[src/rtl/bimodal_pht.sv]
// ---------------------------------------------------------------------------
// bimodal_pht
// Bimodal pattern history table of 2-bit saturating branch counters.
// A lookup issued in one cycle returns the counter read for that PC in the
// next cycle. A resolved-branch update writes a new counter value, which is
// derived from the counter the branch was originally predicted with. The
// table is never read back for an update. After reset the table is swept to
// INIT_STATE before any traffic is accepted.
//
// Ports
//   clk        : clock; all state changes occur on the rising edge
//   rst_n      : asynchronous active-low reset
//   lu_valid   : lookup request
//   lu_pc      : fetch PC to look up
//   pred_valid : prediction valid, one cycle after an accepted lookup
//   pred_taken : predicted direction (pred_ctr[1])
//   pred_ctr   : counter value read; held while pred_valid is low
//   up_valid   : resolved-branch update
//   up_pc      : PC of the resolved branch
//   up_taken   : actual outcome of the branch
//   up_ctr     : counter value the branch was predicted with
//   init_busy  : table sweep in progress; lookups and updates are ignored
// ---------------------------------------------------------------------------
module bimodal_pht #(
  parameter int unsigned INDEX_W    = 9,
  parameter logic [1:0]  INIT_STATE = 2'b01
) (
  input  logic        clk,
  input  logic        rst_n,
  input  logic        lu_valid,
  input  logic [31:0] lu_pc,
  output logic        pred_valid,
  output logic        pred_taken,
  output logic [1:0]  pred_ctr,
  input  logic        up_valid,
  input  logic [31:0] up_pc,
  input  logic        up_taken,
  input  logic [1:0]  up_ctr,
  output logic        init_busy
);

  localparam int unsigned DEPTH = 2 ** INDEX_W;

  typedef enum logic [0:0] {
    ST_INIT = 1'b0,
    ST_RUN  = 1'b1
  } state_t;

  state_t             state_q, state_d;
  logic [INDEX_W-1:0] sweep_q, sweep_d;

  logic [1:0]         pht [DEPTH];

  logic [INDEX_W-1:0] lu_idx, up_idx;
  logic [1:0]         up_new;
  logic               mem_we;
  logic [INDEX_W-1:0] mem_waddr;
  logic [1:0]         mem_wdata;
  logic               lu_accept;
  logic [1:0]         rd_data;

  // The byte-offset bits and the bits above the index never select an entry.
  // They are folded into one signal only so that they count as consumed.
  logic unused_pc_bits;
  assign unused_pc_bits = ^{lu_pc[31:INDEX_W+2], lu_pc[1:0],
                            up_pc[31:INDEX_W+2], up_pc[1:0]};

  function automatic logic [1:0] sat_inc(input logic [1:0] c);
    return (c == 2'b11) ? c : c + 2'b01;
  endfunction

  function automatic logic [1:0] sat_dec(input logic [1:0] c);
    return (c == 2'b00) ? c : c - 2'b01;
  endfunction

  assign lu_idx = lu_pc[INDEX_W+1:2];
  assign up_idx = up_pc[INDEX_W+1:2];

  // The new counter value comes from the counter carried down the pipe
  // (up_ctr). The table is never read to compute it, so the write completes
  // in the same cycle as up_valid.
  assign up_new = up_taken ? sat_inc(up_ctr) : sat_dec(up_ctr);

  assign init_busy = (state_q == ST_INIT);

  always_ff @(posedge clk or negedge rst_n) begin
    if (!rst_n) begin
      state_q <= ST_INIT;
      sweep_q <= '0;
    end else begin
      state_q <= state_d;
      sweep_q <= sweep_d;
    end
  end

  // The single write port is owned by the sweep during INIT and by the
  // update port during RUN. Lookups are accepted only in RUN.
  always_comb begin
    state_d   = state_q;
    sweep_d   = sweep_q;
    mem_we    = 1'b0;
    mem_waddr = up_idx;
    mem_wdata = up_new;
    lu_accept = 1'b0;
    case (state_q)
      ST_INIT: begin
        mem_we    = 1'b1;
        mem_waddr = sweep_q;
        mem_wdata = INIT_STATE;
        sweep_d   = sweep_q + 1'b1;
        if (sweep_q == {INDEX_W{1'b1}}) begin
          state_d = ST_RUN;
        end
      end
      ST_RUN: begin
        mem_we    = up_valid;
        lu_accept = lu_valid;
      end
      default: begin
        state_d = ST_INIT;
        sweep_d = '0;
      end
    endcase
  end

  // Write-first bypass: when an update hits the same entry in the same cycle
  // as a lookup, the lookup returns the value being written.
  assign rd_data = (mem_we && (mem_waddr == lu_idx)) ? mem_wdata : pht[lu_idx];

  always_ff @(posedge clk) begin
    if (mem_we) begin
      pht[mem_waddr] <= mem_wdata;
    end
  end

  always_ff @(posedge clk or negedge rst_n) begin
    if (!rst_n) begin
      pred_valid <= 1'b0;
      pred_taken <= 1'b0;
      pred_ctr   <= 2'b00;
    end else begin
      pred_valid <= lu_accept;
      if (lu_accept) begin
        pred_ctr   <= rd_data;
        pred_taken <= rd_data[1];
      end
    end
  end

endmodule

[config.mk]
export PLATFORM = sky130hd
export DESIGN_NAME = bimodal_pht
export DESIGN_NICKNAME = d
export VERILOG_FILES = /design/src/rtl/bimodal_pht.sv
export SDC_FILE = /design/constraint.sdc
export NUM_CORES = 1
export LEC_CHECK = 0
export CORE_MARGIN = 1
export CORE_UTILIZATION = 27
export DETAILED_ROUTE_END_ITERATION = 6
export GPL_ROUTABILITY_DRIVEN = 0
export PLACE_DENSITY = 0.51
export SYNTH_ARGS = -nofsm -noshare
export SYNTH_HDL_FRONTEND = slang
export SYNTH_SLANG_ARGS = --single-unit
export TNS_END_PERCENT = 50
[constraint.sdc]
create_clock -name clk -period 13.2 [get_ports clk]
set_input_delay 2.64 -clock clk [delete_from_list [all_inputs] [get_ports clk]]
set_output_delay 2.64 -clock clk [all_outputs]
set_load 0.01 [all_outputs]
==> metrics, run 1 <==
placed cells roughly 4500; final hold violation count 0; endpoints failing setup 0; share of cells above drive strength 1 roughly 18%; worst slew pin tran 1.23 ns; dpl ws 6.11 ns; unrepaired setup endpoints after global routing no; slew margin rel. 18.0%; Crit. End Element flop; initial antenna violation count 7; # DRC 0; Main synth FF type edfxtp_1; non-filler cells, final 4664; most common cell after layout, fill and taps aside edfxtp_1; Starting Density about 27%; Seq/Total Area, Yosys 72.7%; Syn Area/Cell 17.0 um2; Placed Area 45200 um2; vias in the first global route approximately 24000; Initial DRT Pass Iterations 5; Num CTS Buffers 106; CP Launch Type input port; routed via count about 23000; DIE HEIGHT 400 um; Final period util between 40% and 50%; asr flop ratio synth under 10%; # rows 145; final worst setup slack between 6 and 7 ns; Routed WL per cell 24.2 um; Port Buffers 29; floorplan core area 157000 um2; Syn. warnings 0; Yosys reg bits about 1000; pwr/cell area 141 nW/um2; synthesized netlist cell count between 2000 and 3000; Worst Skew 0.0244 ns; worst-skew pair later-pin latency between 0.6 and 0.7 ns; status finished, final reports clean; Leak 14.3 nW; vias per cell roughly 5; die width 400 um; Post-synth EDFFs between 1000 and 1500; CTS tree built; Longest Clk Path Bufs 3; hold_sp sweep_q[8]; Routed Antenna Nets 0; largest net degree at the start of global routing approximately 250; most frequent cells in the layout edfxtp_1 (1024), nor2_1 (543), mux4_2 (207); Peak VDD IR 0.0998 mV; ANT cells 0; FMAX 156 MHz; mapped cell area around 43000 um2; Critical Path RT 13.75 ns; global-route wire length before repair around 160000 um; DR iter-0 viols 2071; I/O Pins 76; Final min period 6.41 ns; clock-pin slew on the worst setup and hold paths 0.06 ns; grt total ovfl 0; die area 160000 um2; Max Cap Viol 0; post-CTS sizing 0; critical path startpoint lu_pc[2]; Hold Buf Count CTS 0; Nets 2590; Routed WL 113000 um; GRT Overall Usage 14.0%; Setup Crit Path Kind input port to flop; Pwr Total 0.00687 W; Finished Cell Area 48800 um2; CP max FO 97; total negative slack 0 ns; Pins Over Slew Limit 0; CP Data Arrival Time 6.96 ns; post-DP HPWL 61600 um; Yosys cell types 63; setup bufs post-CTS 0; clock root buffer clkbuf_16; Layout area overhead 14.1%; Tightest Hold Check Type flop to flop; clk sink count 1037; worst reg2reg path startpoint state_q; H-tree depth 3; Syn Nets between 2000 and 3000
## cells in the mapped netlist (all sizes together) (26+ instances only)
master  number  area share (%)
mux2i      120             2.8
a22oi       27            0.47
edfxtp    1024              72
nor2       544             4.8
a211oi      26            0.46
nand2       92            0.81
a21oi       29            0.34
mux4       212              11
clkbuf      96            0.84
buf         93             1.5
o22ai       40            0.59
o221ai      28            0.57
## area by class of cell
class,instances,area (um2)
clock buffer,129,2880
clock inverter,68,753
fill,15433,108000
inverter,14,52.6
multi-input combinational,1282,10800
sequential,1037,31100
tap,2058,2570
timing repair buffer,76,693
## worst max-delay path: stages
cell,delay [ns]
buf_8,0.41
buf_12,0.61
buf_4,0.83
mux2i_1,0.27
o221ai_1,0.16
o32ai_1,0.18
a211oi_1,0.11
a311oi_1,0.90
or4_1,0.29
nor4_1,0.07
a2111o_1,0.38
## per-layer routing
metal / part of all wire (%) / vias up / track usage, %
li1: - / 9874 / -
met1: 44 / 12134 / 19.3
met2: 47 / 671 / 22.6
met5: 0.035 / - / 0
met4: 2.2 / 6 / 3.94
met3: 6.4 / 146 / 2.36
## sequential cells by signal, indices dropped and copies added, names as in the netlist
name / cells
pht: 1024
pred_ctr: 1
pred_taken: 1
pred_valid: 1
state_q: 1
sweep_q: 9
## final timing paths
path / endpoint / slack, ns / depth (start not counted)
min in group asynchronous: sweep_q[2] / 2.37 / 1
hold / removal: sweep_q[8] / 0.59 / 1
setup reg to reg: pht[81][0] / 9.65 / 6
max in group asynchronous: sweep_q[3] / 10.40 / 1
setup / recovery: pred_taken / 6.79 / 11
hold reg to reg: sweep_q[8] / 0.59 / 1
## per-stage QoR
step / hold WS (ns) / utilization [%]
6_report: 0.588 / 31.1
5_1_grt: 0.637 / 31.1
4_1_cts: 0.593 / 31.1
3_5_place_dp: 0.578 / 28.8
3_3_place_gp: 0.581 / 28.8
2_1_floorplan: 0.517 / -
## power breakdown
group | total (W) | switching, W | internal [W]
Sequential | 0.00356 | 0 | 0.00356
Combinational | 0.000180 | 0.000119 | 0.0000614
Clock | 0.00313 | 0.00126 | 0.00187
## logic make-up after synthesis
group / after synthesis / share of synthesized area [%]
DFF: 1037 / 72.7
and+or+nand+nor: 708 / 6.58
muxes: 343 / 14.3
AOI/OAI and AO/OA: 211 / 3.52
buffers and inverters: 203 / 2.51
xor gates and xnor gates: 17 / 0.348
adders and majority gates: 3 / 0.0819
No activity file was read; power rests on OpenSTA's default activity.
==> inputs of run 2 (changes only) <==
- PLACE_DENSITY: 0.51 -> 0.52
- clock period: 13.2 -> 5.2 ns (I/O delays scaled with it)
==> run 2 against run 1 <==
Effect of this change:
- global-route usage grew 0.25 points
- non-clock buffer count grew 63
- utilization grew 0.40 points
- clock-buffer cell count grew 6
- die area is the same
- final cell count grew 1.5%
- routed wire length grew 1.3%
- critical endpoint unchanged
==> metrics, run 2 (synthesis gave the netlist of run 1 again) <==
status finished, final reports clean; Nets 2656; Setup Crit Path Kind input port to flop; worst-skew pair later-pin latency 0.69 ns; vias in the first global route 23916; Leak 14.6 nW; most frequent cells in the layout edfxtp_1 (1024), nor2_1 (543), mux4_2 (207); largest net degree at the start of global routing 134; Hold Buf Count CTS 0; share of cells above drive strength 1 19.3%; I/O Pins 76; Starting Density between 20% and 30%; Routed WL per cell 24.2 um; Num CTS Buffers about 110; clock root buffer clkbuf_16; worst slew pin tran around 1.0 ns; # DRC 0; Worst Skew 0.0311 ns; endpoints failing setup 0; DR iter-0 viols 2178; setup bufs post-CTS 0; clock-pin slew on the worst setup and hold paths 0.06 ns; Critical Path RT 5.78 ns; clk sink count 1037; die width 400 um; FMAX 275 MHz; Pins Over Slew Limit 0; Final period util 70.1%; CP Launch Type input port; Port Buffers 29; Crit. End Element flop; die area 160000 um2; most common cell after layout, fill and taps aside edfxtp_1; Tightest Hold Check Type flop to flop; Largest Register pht; Fillers 15360; Initial DRT Pass Iterations 5; dpl ws roughly 0.89 ns; CP max FO 9; Placed Area 45800 um2; Finished Cell Area just under 50000 um2; placed cells 4530; initial antenna violation count 4; post-CTS sizing 0; Longest Clk Path Bufs 3; Final min period 3.64 ns; Routed WL 114000 um; non-filler cells, final 4732; CTS tree built; Peak VDD IR 0.302 mV; DIE HEIGHT 400 um; Min Hold Slack 0.579 ns; grt total ovfl 0; Routed Antenna Nets 0; vias per cell 4.88; unrepaired setup endpoints after global routing no; Layout area overhead 15.5%; CP Data Arrival Time 4.22 ns; final worst setup slack roughly 1.6 ns; routed via count 23077; global-route wire length before repair 165000 um; Max Cap Viol 0; post-DP HPWL 69800 um; H-tree depth 3; slew margin rel. between 30% and 40%; ANT cells 0; GRT Overall Usage between 10% and 20%; final hold violation count 0; pwr/cell area approximately 350 nW/um2; total negative slack 0 ns; floorplan core area 157000 um2; max FFs per register 1024; biggest regs pht (1024), sweep_q (9); # rows 145
## run 2: changes by cell type in the layout (fill, tap and decap cells not counted), moves of 3 or more
cell / before / now
bufinv_16: 17 / 14
nand2_2: 9 / 15
nand2_4: 8 / 1
buf_12: 4 / 22
clkinv_1: 25 / 28
clkinv_2: 21 / 18
clkbuf_1: 15 / 22
buf_4: 43 / 88
## run 2: critical path: stages
cell	delay, ns
clkdlybuf4s50_1	0.76
nand2b_1	0.68
a21oi_1	0.38
nand3_1	0.16
nand2_1	0.15
a2111oi_0	0.09
o21ai_1	0.37
o41ai_1	0.14
a2111o_1	0.42
## run 2: path summary, 6_finish.rpt
path | startpoint | endpoint | slack, ns | cells after the start
worst max-delay path | lu_pc[8] | pred_taken | 1.56 | 9
worst min-delay path | sweep_q[8] | sweep_q[8] | 0.58 | 1
worst max register to register | state_q | pht[76][1] | 2.06 | 5
worst min register to register | sweep_q[8] | sweep_q[8] | 0.58 | 1
max in group asynchronous | rst_n | state_q | 3.70 | 1
min in group asynchronous | rst_n | pred_taken | 0.87 | 1
## run 2: area by class of cell
cell class | count | area (um2) | area share, %
sequential | 1037 | 31100 | 62.9
clock inverter | 67 | 693 | 1.40
clock buffer | 135 | 2890 | 5.84
tap | 2058 | 2570 | 5.21
timing repair buffer | 139 | 1390 | 2.82
multi-input combinational | 1282 | 10700 | 21.7
inverter | 14 | 52.6 | 0.106
## run 2: where the power goes
part | switching (W) | internal, W | total [W]
Sequential | 0 | 0.00904 | 0.00904
Combinational | 0.000315 | 0.000175 | 0.000490
Clock | 0.00321 | 0.00461 | 0.00783
Total | 0.00353 | 0.0138 | 0.0174
## run 2: stage by stage
stage	utilization (%)	power, W
after floorplan	-	0.00952
after global placement	29.2	0.00971
after detailed placement	29.2	0.00971
after CTS	31.5	0.0175
after global routing	31.5	0.0178
final	31.5	0.0174
## run 2: layer usage
metal  track usage (%)  vias to the layer above  part of all wire, %
li1                  -                    10000                    -
met1              19.5                    12240                   43
met2              23.3                      678                   48
met3              2.37                      155                  5.9
met4              3.78                        4                  2.4
met5                 0                        -                0.020
==> inputs of run 3 (changes only) <==
- PLACE_DENSITY: 0.52 -> 0.51
- clock period: 5.2 -> 3.8 ns (I/O delays scaled with it)
==> run 3 against run 2 <==
Effect of this change:
- utilization up 0.32 points
- global-route usage up 0.17 points
- sequential cell count unchanged
- combinational power up 47%
- critical endpoint unchanged
- largest cell class unchanged
==> metrics, run 3 (synthesis gave the netlist of run 1 again) <==
status finished, final reports clean; total negative slack 0 ns; # rows between 100 and 150; most common cell after layout, fill and taps aside edfxtp_1; worst reg2reg path startpoint state_q; Routed WL per cell ~24 um; Nets 2732; Placed Area between 40000 and 50000 um2; # DRC 0; Initial DRT Pass Iterations 7; Final min period roughly 3.2 ns; Tightest Hold Check Type input port to async pin; biggest regs pht (1024), sweep_q (9); Finished Cell Area ~50000 um2; die area 160000 um2; pwr/cell area between 400 and 500 nW/um2; Pwr Total about 0.023 W; reg2reg end pht[344][1]; post-CTS sizing 0; Hold Buf Count CTS 0; unrepaired setup endpoints after global routing no; worst-skew pair later-pin latency 0.67 ns; vias in the first global route 24203; crit path cell chain buf_2 -> nand2b_1 -> o221ai_1 -> o32ai_1 -> a211oi_1 -> a311oi_1 -> or4_1 -> nor4_1 -> a2111o_1; Layout area overhead 16.7%; vias per cell 4.87; Longest Clk Path Bufs 3; routed via count 23417; I/O Pins 76; share of cells above drive strength 1 21.4%; clk sink count 1037; Final period util just over 80%; Leak around 15 nW; Num CTS Buffers 107; worst slew pin tran 0.990 ns; CP Launch Type input port; die width around 400 um; CP max FO 16; crit-path max cell delay 0.61 ns; clock-pin slew on the worst setup and hold paths 0.07 ns; Port Buffers 29; initial antenna violation count 1; DR iter-0 viols approximately 2200; Routed WL 116000 um; CTS tree built; Pins Over Slew Limit 0; Crit. End Element flop; clock root buffer clkbuf_16; H-tree depth 3; grt total ovfl 0; CP max stage cell or4_1; GRT Overall Usage 14.4%; post-DP HPWL 69500 um; Worst Skew ~0.019 ns; floorplan core area ~160000 um2; Max Cap Viol 0; most frequent cells in the layout edfxtp_1 (1024), nor2_1 (543), mux4_2 (207); Routed Antenna Nets 0; reg2reg path depth 6; max FFs per register 1024; ANT cells 0; slew margin rel. between 30% and 40%; global-route wire length before repair 168000 um; Starting Density between 20% and 30%; setup bufs post-CTS 0; largest net degree at the start of global routing 121; Peak VDD IR between 0.3 and 0.4 mV; final hold violation count 0; Setup Crit Path Kind input port to flop; DIE HEIGHT between 400 and 500 um; Largest Register pht; R2R Setup Slk between 0.9 and 1 ns; CP Data Arrival Time 3.77 ns; endpoints failing setup 0; FMAX 317 MHz; Critical Path RT 4.41 ns
==> run 3: changes by cell type in the layout (fill, tap and decap cells not counted), sizes merged <==
cell      previous run  this run
buf                114       192
inv                 15        17
clkbuf             135       123
clkinvlp             3         5
clkinv              49        57
bufinv              14         8
==> run 3: worst max path at each step <==
stage | start | end | slack [ns] | cells past startpoint
3_3_place_gp | lu_pc[4] | pred_ctr[0] | 0.05 | 9
6_report | lu_pc[4] | pred_taken | 0.65 | 9
3_5_place_dp | lu_pc[4] | pred_taken | 0.02 | 9
2_1_floorplan | state_q | pht[0][1] | 0.1 | 4
5_1_grt | lu_pc[4] | pred_taken | 0.59 | 9
4_1_cts | state_q | init_busy | 0.70 | 4
==> run 3: per-layer routing <==
layer	part of all wire [%]	track usage [%]	routed length, um	vias up
met4	2.3	3.88	2710	2
met3	6.0	2.27	6920	150
li1	-	-	-	10167
met5	0.017	0	20	-
met1	45	20.4	51800	12390
met2	47	22.9	54400	708
==> run 3: critical path: cells and delay by family <==
kind / cells / cell delay, ns
AOI/OAI and AO/OA: 5 / 1.22
and+or+nand+nor: 3 / 1.14
buffers and inverters: 1 / 0.60
==> run 3: cell type report <==
type / count / area (um2)
fill: 15325 / 107000
sequential: 1037 / 31100
multi-input combinational: 1282 / 10700
clock buffer: 123 / 2760
tap: 2058 / 2570
timing repair buffer: 217 / 2170
clock inverter: 73 / 582
inverter: 14 / 52.6
==> run 3: stage by stage <==
step	worst slack, ns	hold WS, ns	instances	utilization, %
after floorplan	0.0953	0.464	2522	-
after global placement	0.0519	0.546	4608	29.7
after detailed placement	0.0154	0.553	4608	29.7
after CTS	0.700	0.499	4804	31.8
after global routing	0.588	0.546	4804	31.8
final	0.648	0.512	4804	31.8
==> run 3: power breakdown <==
part	switching [W]	internal (W)	leakage, nW
sequential	0	0.0124	9.26
clock	0.00439	0.00573	1.64
combinational	0.000431	0.000290	4.02
